File: src/rtl/alu_shift_pkg.sv
// Shared definitions for the multi-cycle shift/rotate sequencer:
// op encodings, control states and default widths.
package alu_shift_pkg;

  localparam int DATA_WIDTH_DEF = 32;
  localparam int CNT_WIDTH_DEF  = 5;

  localparam logic [2:0] OP_ROL  = 3'b000;
  localparam logic [2:0] OP_ROR  = 3'b001;
  localparam logic [2:0] OP_SHL  = 3'b010;
  localparam logic [2:0] OP_SHR  = 3'b011;
  localparam logic [2:0] OP_SHRA = 3'b100;

  typedef enum logic {
    IDLE = 1'b0,
    RUN  = 1'b1
  } state_e;

endpackage

File: src/rtl/alu_shift_stage.sv
// One conditional shift/rotate by 2^k; the top reuses this single
// stage every cycle with k supplied by its stage counter.
module alu_shift_stage
  import alu_shift_pkg::*;
#(
  parameter int DATA_WIDTH = DATA_WIDTH_DEF,
  parameter int CNT_WIDTH  = CNT_WIDTH_DEF,
  parameter int KW         = 3
) (
  input  logic [DATA_WIDTH-1:0] value,
  input  logic [2:0]            op,
  input  logic [KW-1:0]         k,
  input  logic                  en,
  output logic [DATA_WIDTH-1:0] result
);

  logic [CNT_WIDTH-1:0]  amt;
  logic [CNT_WIDTH-1:0]  inv;
  logic [DATA_WIDTH-1:0] rol;
  logic [DATA_WIDTH-1:0] ror;
  logic [DATA_WIDTH-1:0] sra;

  // amt never exceeds DATA_WIDTH/2, so the modular negate is DATA_WIDTH-amt
  assign amt = CNT_WIDTH'(1) << k;
  assign inv = ~amt + CNT_WIDTH'(1);
  assign rol = (value << amt) | (value >> inv);
  assign ror = (value >> amt) | (value << inv);
  assign sra = $signed(value) >>> amt;

  always_comb begin
    result = value;
    if (en) begin
      case (op)
        OP_ROL:  result = rol;
        OP_ROR:  result = ror;
        OP_SHL:  result = value << amt;
        OP_SHR:  result = value >> amt;
        OP_SHRA: result = sra;
        default: result = value;
      endcase
    end
  end

endmodule

File: src/rtl/alu_shift_seq.sv
// Fixed-latency shift/rotate sequencer: one log2 stage per clock,
// CNT_WIDTH stages, done pulse one cycle after the last stage.
module alu_shift_seq
  import alu_shift_pkg::*;
#(
  parameter int DATA_WIDTH = DATA_WIDTH_DEF,
  parameter int CNT_WIDTH  = CNT_WIDTH_DEF
) (
  input  logic                  clk,
  input  logic                  clr_n,
  input  logic                  start,
  input  logic [2:0]            op,
  input  logic [DATA_WIDTH-1:0] data_input,
  input  logic [CNT_WIDTH-1:0]  num_shifts,
  output logic                  busy,
  output logic                  done,
  output logic [DATA_WIDTH-1:0] data_output
);

  localparam int KW = (CNT_WIDTH > 1) ? $clog2(CNT_WIDTH) : 1;
  localparam logic [KW-1:0] LAST = KW'(CNT_WIDTH - 1);

  state_e                state;
  logic [KW-1:0]         k;
  logic [DATA_WIDTH-1:0] work;
  logic [2:0]            op_q;
  logic [CNT_WIDTH-1:0]  cnt_q;
  logic [DATA_WIDTH-1:0] step;

  alu_shift_stage #(
    .DATA_WIDTH (DATA_WIDTH),
    .CNT_WIDTH  (CNT_WIDTH),
    .KW         (KW)
  ) u_stage (
    .value  (work),
    .op     (op_q),
    .k      (k),
    .en     (cnt_q[k]),
    .result (step)
  );

  always_ff @(posedge clk or negedge clr_n) begin
    if (!clr_n) begin
      state       <= IDLE;
      k           <= '0;
      work        <= '0;
      op_q        <= '0;
      cnt_q       <= '0;
      busy        <= 1'b0;
      done        <= 1'b0;
      data_output <= '0;
    end else begin
      done <= 1'b0;
      case (state)
        IDLE: begin
          if (start) begin
            work  <= data_input;
            op_q  <= op;
            cnt_q <= num_shifts;
            k     <= '0;
            state <= RUN;
            busy  <= 1'b1;
          end
        end
        RUN: begin
          work <= step;
          k    <= k + KW'(1);
          if (k == LAST) begin
            data_output <= step;
            done        <= 1'b1;
            busy        <= 1'b0;
            k           <= '0;
            state       <= IDLE;
          end
        end
        default: state <= IDLE;
      endcase
    end
  end

endmodule
File: config.mk
export PLATFORM = sky130hd
export DESIGN_NAME = alu_shift_seq
export DESIGN_NICKNAME = d
export VERILOG_FILES = /design/src/rtl/alu_shift_pkg.sv /design/src/rtl/alu_shift_stage.sv /design/src/rtl/alu_shift_seq.sv
export SDC_FILE = /design/constraint.sdc
export NUM_CORES = 1
export LEC_CHECK = 0
export ABC_AREA = 1
export CORE_MARGIN = 8
export CORE_UTILIZATION = 30
export DETAILED_ROUTE_END_ITERATION = 16
export PLACE_DENSITY = 0.5
export RECOVER_POWER = 50
export SETUP_SLACK_MARGIN = 0.05
export SYNTH_ARGS = -nofsm -noshare
export SYNTH_HDL_FRONTEND = slang
export SYNTH_SLANG_ARGS = --single-unit
File: constraint.sdc
create_clock -name clk -period 4 [get_ports clk]
set_clock_uncertainty 0.05 [all_clocks]
set_input_delay 0.6 -clock clk [delete_from_list [all_inputs] [get_ports clk]]
set_output_delay 0.6 -clock clk [all_outputs]
set_load 0.005 [all_outputs]
* Word-level counts from Yosys, hierarchy flattened *
Cells that the tools add are included.

storage, ports and cells
  word-level logic and storage cells = 49
  output and inout bits = 34
  register bits after elaboration = 78
  bits of input ports = 43

operators by class
  $add $sub $neg = 2
  bitwise logic cells = 4
  reduce and logical (&&, ||, !) cells = 4
  magnitude comparators = 1
  shifts and indexed selects = 6
  mux-type cells = 17
  equal/unequal tests = 7

operators by type and width
  cell                                                         count
  one-hot mux 32 bit (5 select lines)                          1
  2-to-1 mux 32 bit                                            2
  OR 32 bit                                                    2
  one-hot mux 32 bit (2 select lines)                          1
  << shifter 32 x 5 -> 32 bit                                  2
  right shift 32 x 5 -> 32 bit                                 2
  >>> shifter 32 x 5 -> 32 bit                                 1
  2-to-1 mux 1 bit                                             7
  == test 3 x 2 -> 1 bit (second input constant)               2
  == test 3 bit (second input constant)                        2
  2-to-1 mux 3 bit                                             2
  one-hot mux 3 bit (2 select lines)                           1
  AND reduction 2 bit                                          3
  adder 5 x 1 -> 5 bit (second input constant)                 1
  NOT 5 bit                                                    1
  << shifter 1 x 3 -> 5 bit (first input constant)             1
  less-than comparator 3 x 4 -> 1 bit (second input constant)  1
  one-hot mux 1 bit (2 select lines)                           2
  adder 3 x 1 -> 3 bit (second input constant)                 1
  binary-select mux 1 bit (select 3 bit)                       1
  == test 3 x 1 -> 1 bit (second input constant)               1
  logical NOT 3 bit                                            1
  inequality test 2 x 1 -> 1 bit (second input constant)       1
  inequality test 2 bit (second input constant)                1
  NOT 1 bit                                                    1

* Longest topological paths before layout *
Gate-level depths: netlist (run 1).

  word-level depth = 8
  mapped depth = 22
  depth with buffers taken out = 18

* Modules after synthesis *
A second synthesis (run 1) with hierarchy kept.

second synthesis, totals
  cell total of the unflattened synthesis = 1443
  area total of the unflattened synthesis = 8295.5 um^2

by module, submodules not included
  module           times used  sequential area each (um^2)  area an instance (um^2)  cells an instance
  alu_shift_stage  1           0.0                          5001.0                   1088
  alu_shift_seq    1           1951.9                       3294.4                   355

* Worst setup path after synthesis (run 1) *
OpenSTA, ideal clock, no wires.

  path kind = reg2reg
  start = reg k[0]
  end = reg work[25]
  cell stages (with the launch flop) = 22
  path slack = 1.063 ns
  required time = 3.832 ns
  setup time = 0.118 ns
  buffers on the path = 5
  arrival time = 2.769 ns
  clock period less this slack = 2.937 ns
  path through = dfrtp_1 -> inv_1 -> ha_1 -> buf_2 -> nand2_1 -> buf_2 -> buf_4 -> ha_1 -> clkbuf_1 -> inv_1 -> clkbuf_1 -> nand2_1 -> nand2_1 -> nand2_1 -> nand3_1 -> nor2_1 -> nor2_1 -> nand2_1 -> nor2_1 -> nand2_1 -> nand3_1 -> nand2_1

on the way
  word-level cells in the longest chain between the ends = 8
  elaborated cells between the ends (all ways) = 15
  classes of those cells = 1 x add/sub; 6 x shift; 5 x mux; 3 x bitwise

ends and longest elaborated chain
  element                                                                      line                                          source
  start: declaration                                                           alu_shift_seq.sv:24                           logic [KW-1:0] k;
  start signal: assignment                                                     alu_shift_seq.sv:67                           k <= k + KW'(1);
  << shifter 1 x 3 -> 5 bit                                                    alu_shift_stage.sv:24                         assign amt = CNT_WIDTH'(1) << k;
  NOT 5 bit                                                                    alu_shift_stage.sv:25                         assign inv = ~amt + CNT_WIDTH'(1);
  adder 5 x 1 -> 5 bit                                                         alu_shift_stage.sv:25
  << shifter 32 x 5 -> 32 bit or right shift 32 x 5 -> 32 bit (tied branches)  alu_shift_stage.sv:27, alu_shift_stage.sv:26
  OR 32 bit (on tied branches)                                                 alu_shift_stage.sv:27, alu_shift_stage.sv:26
  one-hot mux 32 bit (5 select lines)                                          alu_shift_stage.sv:33                         case (op)
  2-to-1 mux 32 bit *                                                          alu_shift_stage.sv:32                         if (en) begin
  one-hot mux 32 bit (2 select lines) *                                        alu_shift_seq.sv:54                           case (state)
  end signal: assignment                                                       alu_shift_seq.sv:57                           work <= data_input;
  end signal: assignment                                                       alu_shift_seq.sv:66                           work <= step;
  end: declaration                                                             alu_shift_seq.sv:25                           logic [DATA_WIDTH-1:0] work;

Every way passes the cells marked *; elsewhere a longest branch is shown, timed or not. The select of a mux whose other input is x is not followed.
A chain may end at the register's enable or synchronous reset.

* Final worst setup path (run 1) *
  start = reg k[0]
  end = reg data_output[29]

on the way
  word-level cells in the longest chain between the ends = 7
  elaborated cells between the ends (all ways) = 16
  classes of those cells = 1 x add/sub; 1 x eq/ne; 6 x shift; 4 x mux; 3 x bitwise; 1 x reduce/logical

ends and longest elaborated chain
  element                                                                      line                                          source
  << shifter 1 x 3 -> 5 bit                                                    alu_shift_stage.sv:24
  NOT 5 bit                                                                    alu_shift_stage.sv:25
  adder 5 x 1 -> 5 bit                                                         alu_shift_stage.sv:25
  << shifter 32 x 5 -> 32 bit or right shift 32 x 5 -> 32 bit (tied branches)  alu_shift_stage.sv:27, alu_shift_stage.sv:26
  OR 32 bit (on tied branches)                                                 alu_shift_stage.sv:27, alu_shift_stage.sv:26
  one-hot mux 32 bit (5 select lines)                                          alu_shift_stage.sv:33
  2-to-1 mux 32 bit                                                            alu_shift_stage.sv:32
  end signal: assignment                                                       alu_shift_seq.sv:69                           data_output <= step;
  end: declaration                                                             alu_shift_seq.sv:17                           output logic [DATA_WIDTH-1:0] data_output

Several ways; a longest one is shown, not always the timed one. The select of a mux whose other input is x is not followed.

==> out/metrics.yaml, run 1 <==
final_layout:
  layout.nets: 2213
  synthToLayoutAreaGrowth_pct: 16.5
  drive_above_1_share_pct: 5.44
  antenna_cells: 0
synth:
  synth_seq_cells: 78
  synth.most_common_cell: "nand2_1"
  ys_top_cells_by_area: "nand3_1, nand2_1, dfrtp_1"
  ys.flop_type: "dfrtp_1"
  syn_area_per_cell_um2: 5.15
  synth_edf_count: 0
  synth.distinct_cells: 27
  synth_seq_area_share_pct: 17.7
  synth_nets: 2189
  synthDominantCellAreaShare_pct: 31.3
  synthTopCellsByCount: "nand2_1, nand3_1, inv_1"
  yosys.area.top_type: "nand3_1"
  syn_area_um2: 11000
  yosysWarningCount: 0
  async_flop_share_pct: 100
  synth_cells: 2140
critical_path:
  crit_chain: "inv_1, ha_1, nand2_2, ha_1, nand3_1, xor2_1, nor2_2, nand2_1, nand2_1, nor2_1, nand2_1, nor2_1, nand2_1, nand3_1, nand2_1"
  slowest_delay_ps: 980
  worstSetupPathType: "reg -> reg"
  cp_slowest_cell: "nor2_2"
  crit_family: "simple AND/OR/NAND/NOR gates"
  cp_data_arrival_time_ps: 3780
  end_kind: "register"
  worst-path-buf-inv: 1
  cp_max_fo: 19
  required_ps: 4250
  cp_common_cell: "nand2_1"
  startpoint_type: "register"
timing:
  setup-tns-final_ps: 0
  final-setup-viol-count: 0
  hold_viol_final: 0
  slew-limit-headroom_pct: -65.9
  rsz0062_at_grt: "false"
  timing.final.crit_period_ps: 3520
  tightest_slew_ps: 2490
  finalCritPeriodShare_pct: 88.1
  fmaxAchievable_mhz: 284
  slew_viol_final: 73
routing:
  drc: 0
  wl_per_cell_um: 27.6
  vias: 15800
  wirelength_mm: 72.9
  vias_per_cell: 5.99
  drt_iter0_drc: 1908
  dr.pass1.iters: 8
  antenna_left: 0
status:
  status: "finished with violations"
  violations: "capacitance limit, slew limit"
floorplan:
  die_w_um: 208
  fp-row-count: 70
  ios: 77
  coreArea_um2: 36400
  dieArea_um2: 43100
  start_util_pct: 30.2
  die_y_um: 208
global_routing:
  grt.total_usage_pct: 32.6
  grt_pass1_vias: 15000
  antenna_found_initial: 1
  grt-ovfl-total: 0
  grt_pass1_wl_mm: 104
  grt_max_degree: 66
cts:
  clock_path_buffers: 2
  cts_buffers: 9
  htreeDepth: 3
  clock_sinks: 78
  clk_pin_slew_worst_paths_ps: 70
  clockRootBuffer: "clkbuf_16"
  cts_tree: "built"
  cts_resized: 0
  post_cts_buffers: 0
  clk_latency_ps: 370
  cts-hold-fix-buffers: 0
min_path:
  hold_class: "reg -> reg"
placement:
  portBuffers: 76
  gp_congestion: 1.07
  dp_hpwl_mm: 56.9
run:
  maxCapViolCount: 2
==> layer usage <==
layer	wire length [um]	up-vias	global-route usage, %
li1	-	7139	-
met1	30100	7489	42.6
met2	31100	984	50.1
met3	6800	189	5.39
met4	4890	0	19.5
met5	0	-	0
==> cell families after synthesis <==
| family | share of synthesized area, % |
|---|---|
| compound gates | 5.70 |
| xor+xnor | 0.159 |
| fa+ha+maj | 0.681 |
| buf+inv | 9.95 |
| flops | 17.7 |
| mux | 0.511 |
| simple gates | 65.3 |
==> sequential cells by signal, summed over array words and instances (netlist names) <==
name and flops:
busy 1, cnt_q 5, data_output 32, done 1, k 3, op_q 3
state 1, work 32
==> worst min-delay path, cell delays in order, from the launching register on <==
cell	delay [ps]
dfrtp_1	340
nand2_1	50
nand2_1	50
==> stage by stage <==
step | hold slack [ps] | std cells | cell area (um2) | worst slack [ps] | utilization, %
finish | 423 | 2637 | 12800 | 476 | 35.2
global route | 440 | 2637 | 12800 | 289 | 35.2
CTS | 196 | 2637 | 12800 | 571 | 35.3
detailed placement | 414 | 2621 | 12500 | 591 | 34.4
global placement | 415 | 2621 | 12500 | 660 | 34.4
floorplan | 254 | 2140 | 11000 | 1060 | -
==> layout by cell type, fill, tap and decap left out, types with 2 or more instances in the layout <==
master | synthesis | routed
bufinv_16 | 0 | 2
nand3_1 | 689 | 689
dlygate4sd3_1 | 0 | 16
inv_2 | 8 | 8
nor2_4 | 0 | 2
buf_4 | 3 | 61
o211ai_1 | 2 | 2
nor2_1 | 90 | 88
mux2_2 | 5 | 5
dfrtp_1 | 78 | 78
clkbuf_1 | 52 | 4
and2_1 | 2 | 2
o22ai_1 | 2 | 2
buf_12 | 0 | 13
nand4_1 | 22 | 22
nor2_2 | 4 | 4
o21ai_1 | 18 | 18
clkinv_1 | 2 | 2
nand2_2 | 5 | 7
nand2_1 | 839 | 837
clkbuf_16 | 0 | 9
o2111ai_1 | 4 | 4
inv_1 | 120 | 120
nand3b_1 | 4 | 4
nor3_1 | 2 | 2
clkdlybuf4s50_1 | 0 | 59
a21oi_1 | 35 | 35
ha_1 | 6 | 6
o21ai_0 | 60 | 60
==> worst paths after layout <==
| kind | start | to | slack, ps | depth (start not counted) |
|---|---|---|---|---|
| min in group asynchronous | clr_n | data_output[6] | 930 | 1 |
| worst max register to register | k[0] | data_output[29] | 480 | 15 |
| max in group asynchronous | clr_n | data_output[31] | 800 | 2 |
| worst max-delay path | k[0] | data_output[29] | 480 | 15 |
| worst min register to register | busy | busy | 420 | 2 |
| worst min-delay path | busy | busy | 420 | 2 |
==> cell type report <==
cell class                 instances  area [um2]
clock buffer                      11         243
clock inverter                     5        81.3
fill                            4298       23600
inverter                         130         488
multi-input combinational       1792        8000
sequential                        78        1950
tap                              468         586
timing repair buffer             153        1490
Power of run 1 is left out: the tool's default activity adds up to more than one toggle a clock period on the data nets, which glitch-free logic cannot reach.
==> inputs of run 2 (changes only) <==
- MAX_ROUTING_LAYER: unset -> met4
- PLACE_DENSITY: 0.5 -> 0.46
==> run 2 against run 1 <==
  * The run still ends with capacitance limit, slew limit left
  * Worst setup slack got worse by 140 ps
  * Sequential share of layout area decreased by 0.26 points
  * Final cell count increased by 0.91%
  * Critical path depth increased by 4
  * Global-route usage increased by 2.0 points
  * Critical path type unchanged
  * Critical endpoint is now data_output[12]
  * Largest cell class unchanged
==> out/metrics.yaml, run 2 (synthesis gave the netlist of run 1 again) <==
critical_path:
  required_ps: 4210  # -40 ps
  startpoint_type: "register"
  regToRegEndpoint: "data_output[12]"
  critPathCapture: "data_output[12]"
  rrSetupSlack_ps: 330  # -140 ps
  cp_data_arrival_time_ps: 3880  # +100 ps
  worstSetupPathType: "reg -> reg"
  crit-reg2reg-launch: "k[0]"
  cp_max_fo: 43  # +24
  reg2regPathDepth: 19  # +4
  setup.worst_path.start: "k[0]"
  end_kind: "register"
final_layout:
  layout.nets: 2237  # +1.1%
  antenna_cells: 0  # unchanged
  final_cells: 2661  # +0.91%
  reg.largest.list: "data_output: 32 flops, work: 32 flops, cnt_q: 5 flops"
  nFillCells: 4264  # -0.79%
  final_common_cell: "nand2_1"
  drive_above_1_share_pct: 6.61  # +1.2 points
  synthToLayoutAreaGrowth_pct: 18.5
  fin_util_pct: 35.8  # +0.61 points
  final_cell_mix: "nand2_1, nand3_1, inv_1, nor2_1, buf_4"
floorplan:
  start_util_pct: 30.2  # unchanged
  fp-row-count: 70  # unchanged
  die_y_um: 208  # unchanged
  ios: 77  # unchanged
  coreArea_um2: 36400  # unchanged
  dieArea_um2: 43100  # unchanged
  die_w_um: 208  # unchanged
status:
  status: "finished with violations"
  violations: "capacitance limit, slew limit"
timing:
  finalCritPeriodShare_pct: 91.7  # +3.6 points
  fmaxAchievable_mhz: 273  # -3.9%
  timing.final.crit_period_ps: 3670  # +143 ps
  rsz0062_at_grt: "false"
  hold_viol_final: 0  # unchanged
  slew-limit-headroom_pct: -10.7  # +55 points
  tightest_slew_ps: 1660  # -828 ps
  setup-tns-final_ps: 0  # unchanged
  slew_viol_final: 59  # -19%
  final-setup-viol-count: 0  # unchanged
placement:
  gp_congestion: 1.06  # -1.3%
  portBuffers: 76  # unchanged
  dp_hpwl_mm: 58.0  # +1.8%
  dp_cells: 2645  # +0.92%
global_routing:
  grt_pass1_vias: 15100  # +0.67%
  grt_max_degree: 61  # -7.6%
  antenna_found_initial: 0  # -1
  grt_pass1_wl_mm: 107  # +2.2%
  grt.total_usage_pct: 34.6  # +2.0 points
  grt-ovfl-total: 0  # unchanged
routing:
  drc: 0  # unchanged
  vias: 15600  # -1.1%
  drt_iter0_drc: 1954  # +2.4%
  met3WireLength_mm: 6.76  # -0.69%
  vias_per_cell: 5.88  # -1.9%
  wl_met1_mm: 30.8  # +2.5%
  dr.pass1.iters: 6  # -2
  wirelength_mm: 73.8  # +1.2%
  wl_per_cell_um: 27.7  # +0.28%
  wl_met2_mm: 31.8  # +2.2%
  routed.top_layer: "met4"
  antenna_left: 0  # unchanged
cts:
  clk_latency_ps: 390  # +20 ps
  cts_buffers: 9  # unchanged
  clock_path_buffers: 2  # unchanged
  cts_tree: "built"
  clockRootBuffer: "clkbuf_16"
  htreeDepth: 3  # unchanged
  clock_sinks: 78  # unchanged
  clk_pin_slew_worst_paths_ps: 80  # about the same
run:
  maxCapViolCount: 1  # -1
min_path:
  hold_class: "reg -> reg"
==> run 2: changes by cell type in the layout (fill, tap and decap cells not counted), sizes merged <==
| cell | delta |
|---|---|
| inv | +1 |
| clkbuf | -3 |
| buf | +26 |
| dlygate4sd3 | +1 |
| bufinv | +1 |
| clkdlybuf4s50 | -1 |
| clkinvlp | -1 |
==> run 2: worst min-delay path by stage <==
stage | start | endpoint | cells after the start
final | data_output[14] | data_output[14] | 2
after global routing | data_output[30] | data_output[30] | 2
after CTS | clr_n | data_output[1] | 1
after detailed placement | data_output[27] | data_output[27] | 2
after global placement | busy | busy | 2
after floorplan | clr_n | busy | 0
==> run 2: cell type report <==
type | instances | area, um2 | share of cell area [%]
Timing Repair Buffer | 177 | 1670 | 12.8
Inverter | 130 | 488 | 3.74
Clock inverter | 6 | 116 | 0.891
Multi-Input combinational cell | 1792 | 8000 | 61.3
Sequential cell | 78 | 1950 | 14.9
Clock buffer | 10 | 239 | 1.83
Tap cell | 468 | 586 | 4.48
==> run 2: what timing repair did <==
item | 4_1_cts | 5_1_grt
gates resized for setup | 0 | 1
hold endpoints to repair | 0 | 0
endpoints found under the setup margin | 0 | 1
hold buffers | 0 | 0
buffers inserted | 0 | 0
==> run 2: stage by stage <==
stage                     setup slack [ps]  hold slack (ps)  instance area (um2)
final                                  333              424                13100
after global routing                   167              450                13100
after CTS                              320              285                13100
after detailed placement               332              414                12700
after global placement                 414              409                12700
after floorplan                       1060              254                11000
==> run 2: worst max-delay path, stage by stage, from the launching register on <==
cell and delay (ps):
dfrtp_1 460, inv_1 180, ha_1 270, buf_12 270, inv_1 120, nor2_4 250, buf_4 280, nand2_1 160
nand2_1 180, nand2_1 70, nand2_1 180, nand2_1 100, nand3_1 100, nand2_1 70, nand2_1 60, nand3_1 100
nor2_1 230, nand2_1 140, nand3_1 180, nand2_1 70
==> run 2: layer usage <==
metal | vias up | global-route usage (%)
met5 | - | -
met3 | 157 | 6.78
met2 | 889 | 51.8
li1 | 7185 | -
met1 | 7404 | 43.7
met4 | 0 | 18.1
Power of run 2 is left out for the same reason.
==> variant: new RTL, settings of run 2 <==
Register the output `done` once more; this adds one clock of latency there. The other outputs are not delayed to match. Comments in the files are not updated.
--- a/src/rtl/alu_shift_seq.sv
+++ b/src/rtl/alu_shift_seq.sv
@@ -21,2 +21,4 @@
   localparam logic [KW-1:0] LAST = KW'(CNT_WIDTH - 1);
+
+  logic done_s0;
 
@@ -49,6 +51,6 @@
       busy        <= 1'b0;
-      done        <= 1'b0;
+      done_s0     <= 1'b0;
       data_output <= '0;
     end else begin
-      done <= 1'b0;
+      done_s0 <= 1'b0;
       case (state)
@@ -69,3 +71,3 @@
             data_output <= step;
-            done        <= 1'b1;
+            done_s0     <= 1'b1;
             busy        <= 1'b0;
@@ -80,2 +82,6 @@
 
+  always_ff @(posedge clk) begin
+    done <= done_s0;
+  end
+
 endmodule
Formal check against the unedited RTL: not equivalent (Yosys sat finds a counterexample within 10 cycles, from zero or initial values).
==> variant against run 2 <==
The run still ends with capacitance limit, slew limit left; sequential cell count up 1; area after synthesis is 0.18% higher; non-clock buffer count fell by 29; highest routed layer unchanged; largest cell class unchanged; wire length up 0.43%; via count is 0.86% higher; cell count down 1.0%; maximum frequency is essentially flat; setup slack lost 0.0024 ns; cell area fell by 2.6%.
Power is not shown: default switching activity piles up to over one toggle a cycle in this logic, so the estimate is an artifact.
==> variant: results (changes against run 2) <==
| Metric | Value |
|---|---|
| Outcome | `complete, but fails checks` |
| Failing checks | `capacitance limit, slew limit` |
| Worst Path Max Fanout | `8 (-81%)` |
| Register area share after synthesis | `0.179 (+0.00149)` |
| Post-synth cell types | `28 (+3.7%)` |
| Initial antenna violation count | `1 (+1)` |
| First-pass GRT wire length | `106 mm (-0.25%)` |
| Yosys top cell area share | `0.312 (-0.000568)` |
| Worst Min Path Start | `done_s0` |
| Ys async rst share | `0.987 (-0.0127)` |
| Max-Cap Viols | `1 (unchanged)` |
| Global Route Usage Sum | `0.342 (-0.00338)` |
| Clk Latency, worst-skew pair | `0.37 ns (-0.02 ns)` |
| Dpl hpwl | `58.4 mm (+0.80%)` |
| Critical Path AT | `3.89 ns (about the same)` |
| DRT iter0 DRCs | `2192 (+12%)` |
| Syn nets | `2190 (+0.046%)` |
| Number of global-route vias before repair | `15000 (-0.30%)` |
| Vias per cell | `5.99 (+1.9%)` |
| Top_reg_cell synth | `dfrtp_1` |
| Fin. max-slew vios | `70 (+19%)` |
| Layout net count | `2209 (-1.3%)` |
| Pre-antenna DRT Iters | `9 (+3)` |
| Slew headroom | `-0.256 (-0.148)` |
| Largest net degree at the start of global routing | `70 (+15%)` |
[variant: cell types whose count changed in the layout (fill, tap and decap cells not counted), sizes merged]
cell / before / now
buf: 100 / 71
bufinv: 3 / 0
inv: 130 / 132
clkbuf: 12 / 11
clkdlybuf4s50: 58 / 59
clkinv: 3 / 4
clkinvlp: 0 / 1
dfxtp: 0 / 1
diode: 0 / 1
dlygate4sd3: 17 / 16
[variant: area by class of cell]
| class | instances | area [um^2] |
|---|---|---|
| inverters | 130 | 488 |
| fillers | 4284 | 23700 |
| well taps | 468 | 586 |
| flip-flops and latches | 79 | 1970 |
| repair buffers | 148 | 1370 |
| multi-input cells | 1792 | 8000 |
| clock buffers | 9 | 225 |
| diodes | 1 | 2.50 |
| clock inverters | 7 | 75.1 |
[variant: worst max-delay path, stage by stage, from the launching register on]
cell and delay (ns):
dfrtp_1 0.46, inv_1 0.16, ha_1 0.31, inv_1 0.10, nor2_2 0.47, buf_4 0.27
nand2_1 0.14, nand2_1 0.32, nand2_1 0.13, nand3_1 0.13, nand3_1 0.10, nand3_1 0.11
nand2_1 0.16, nor2_1 0.20, nand3_1 0.24, nand3_1 0.15, nand2_1 0.06
[variant: final timing paths]
kind                            slack, ns         endpoint  cells past startpoint
worst min-delay path                 0.31             done                      0
max in group asynchronous            1.92         work[13]                      2
worst max-delay path                 0.33  data_output[20]                     16
min in group asynchronous            0.66   data_output[8]                      1
worst min register to register       0.31             done                      0
worst max register to register       0.33  data_output[20]                     16
[variant: kinds of logic (layout without fill, tap and decap cells)]
kind of cell    after synthesis  in the layout  share of synthesized area
mux                           5              5                    0.00510
fa+ha+maj                     6              6                    0.00680
flops                        79             79                      0.179
compound gates              121            121                     0.0569
xor+xnor                      2              2                    0.00159
other cells                   0              1                          0
buf+inv                     270            294                     0.0993
simple gates               1658           1658                      0.652
[variant: per-layer routing]
metal | routed length (um) | part of all wire | GRT usage | vias up
met5 | 0 | 0 | - | -
met4 | 5000 | 0.068 | 0.191 | 0
met3 | 7040 | 0.095 | 0.0513 | 212
met2 | 30900 | 0.42 | 0.499 | 999
met1 | 31100 | 0.42 | 0.449 | 7438
li1 | - | - | - | 7121
[variant: metrics by stage]
stage / setup slack [ns] / cells / hold WS (ns) / utilization / cell area (um^2)
floorplan: 1.06 / 2141 / 0.254 / - / 11000
global placement: 0.414 / 2617 / 0.302 / 0.341 / 12400
detailed placement: 0.408 / 2617 / 0.284 / 0.341 / 12400
CTS: 0.399 / 2633 / 0.314 / 0.349 / 12700
global route: 0.190 / 2634 / 0.321 / 0.349 / 12700
finish: 0.330 / 2634 / 0.308 / 0.349 / 12700
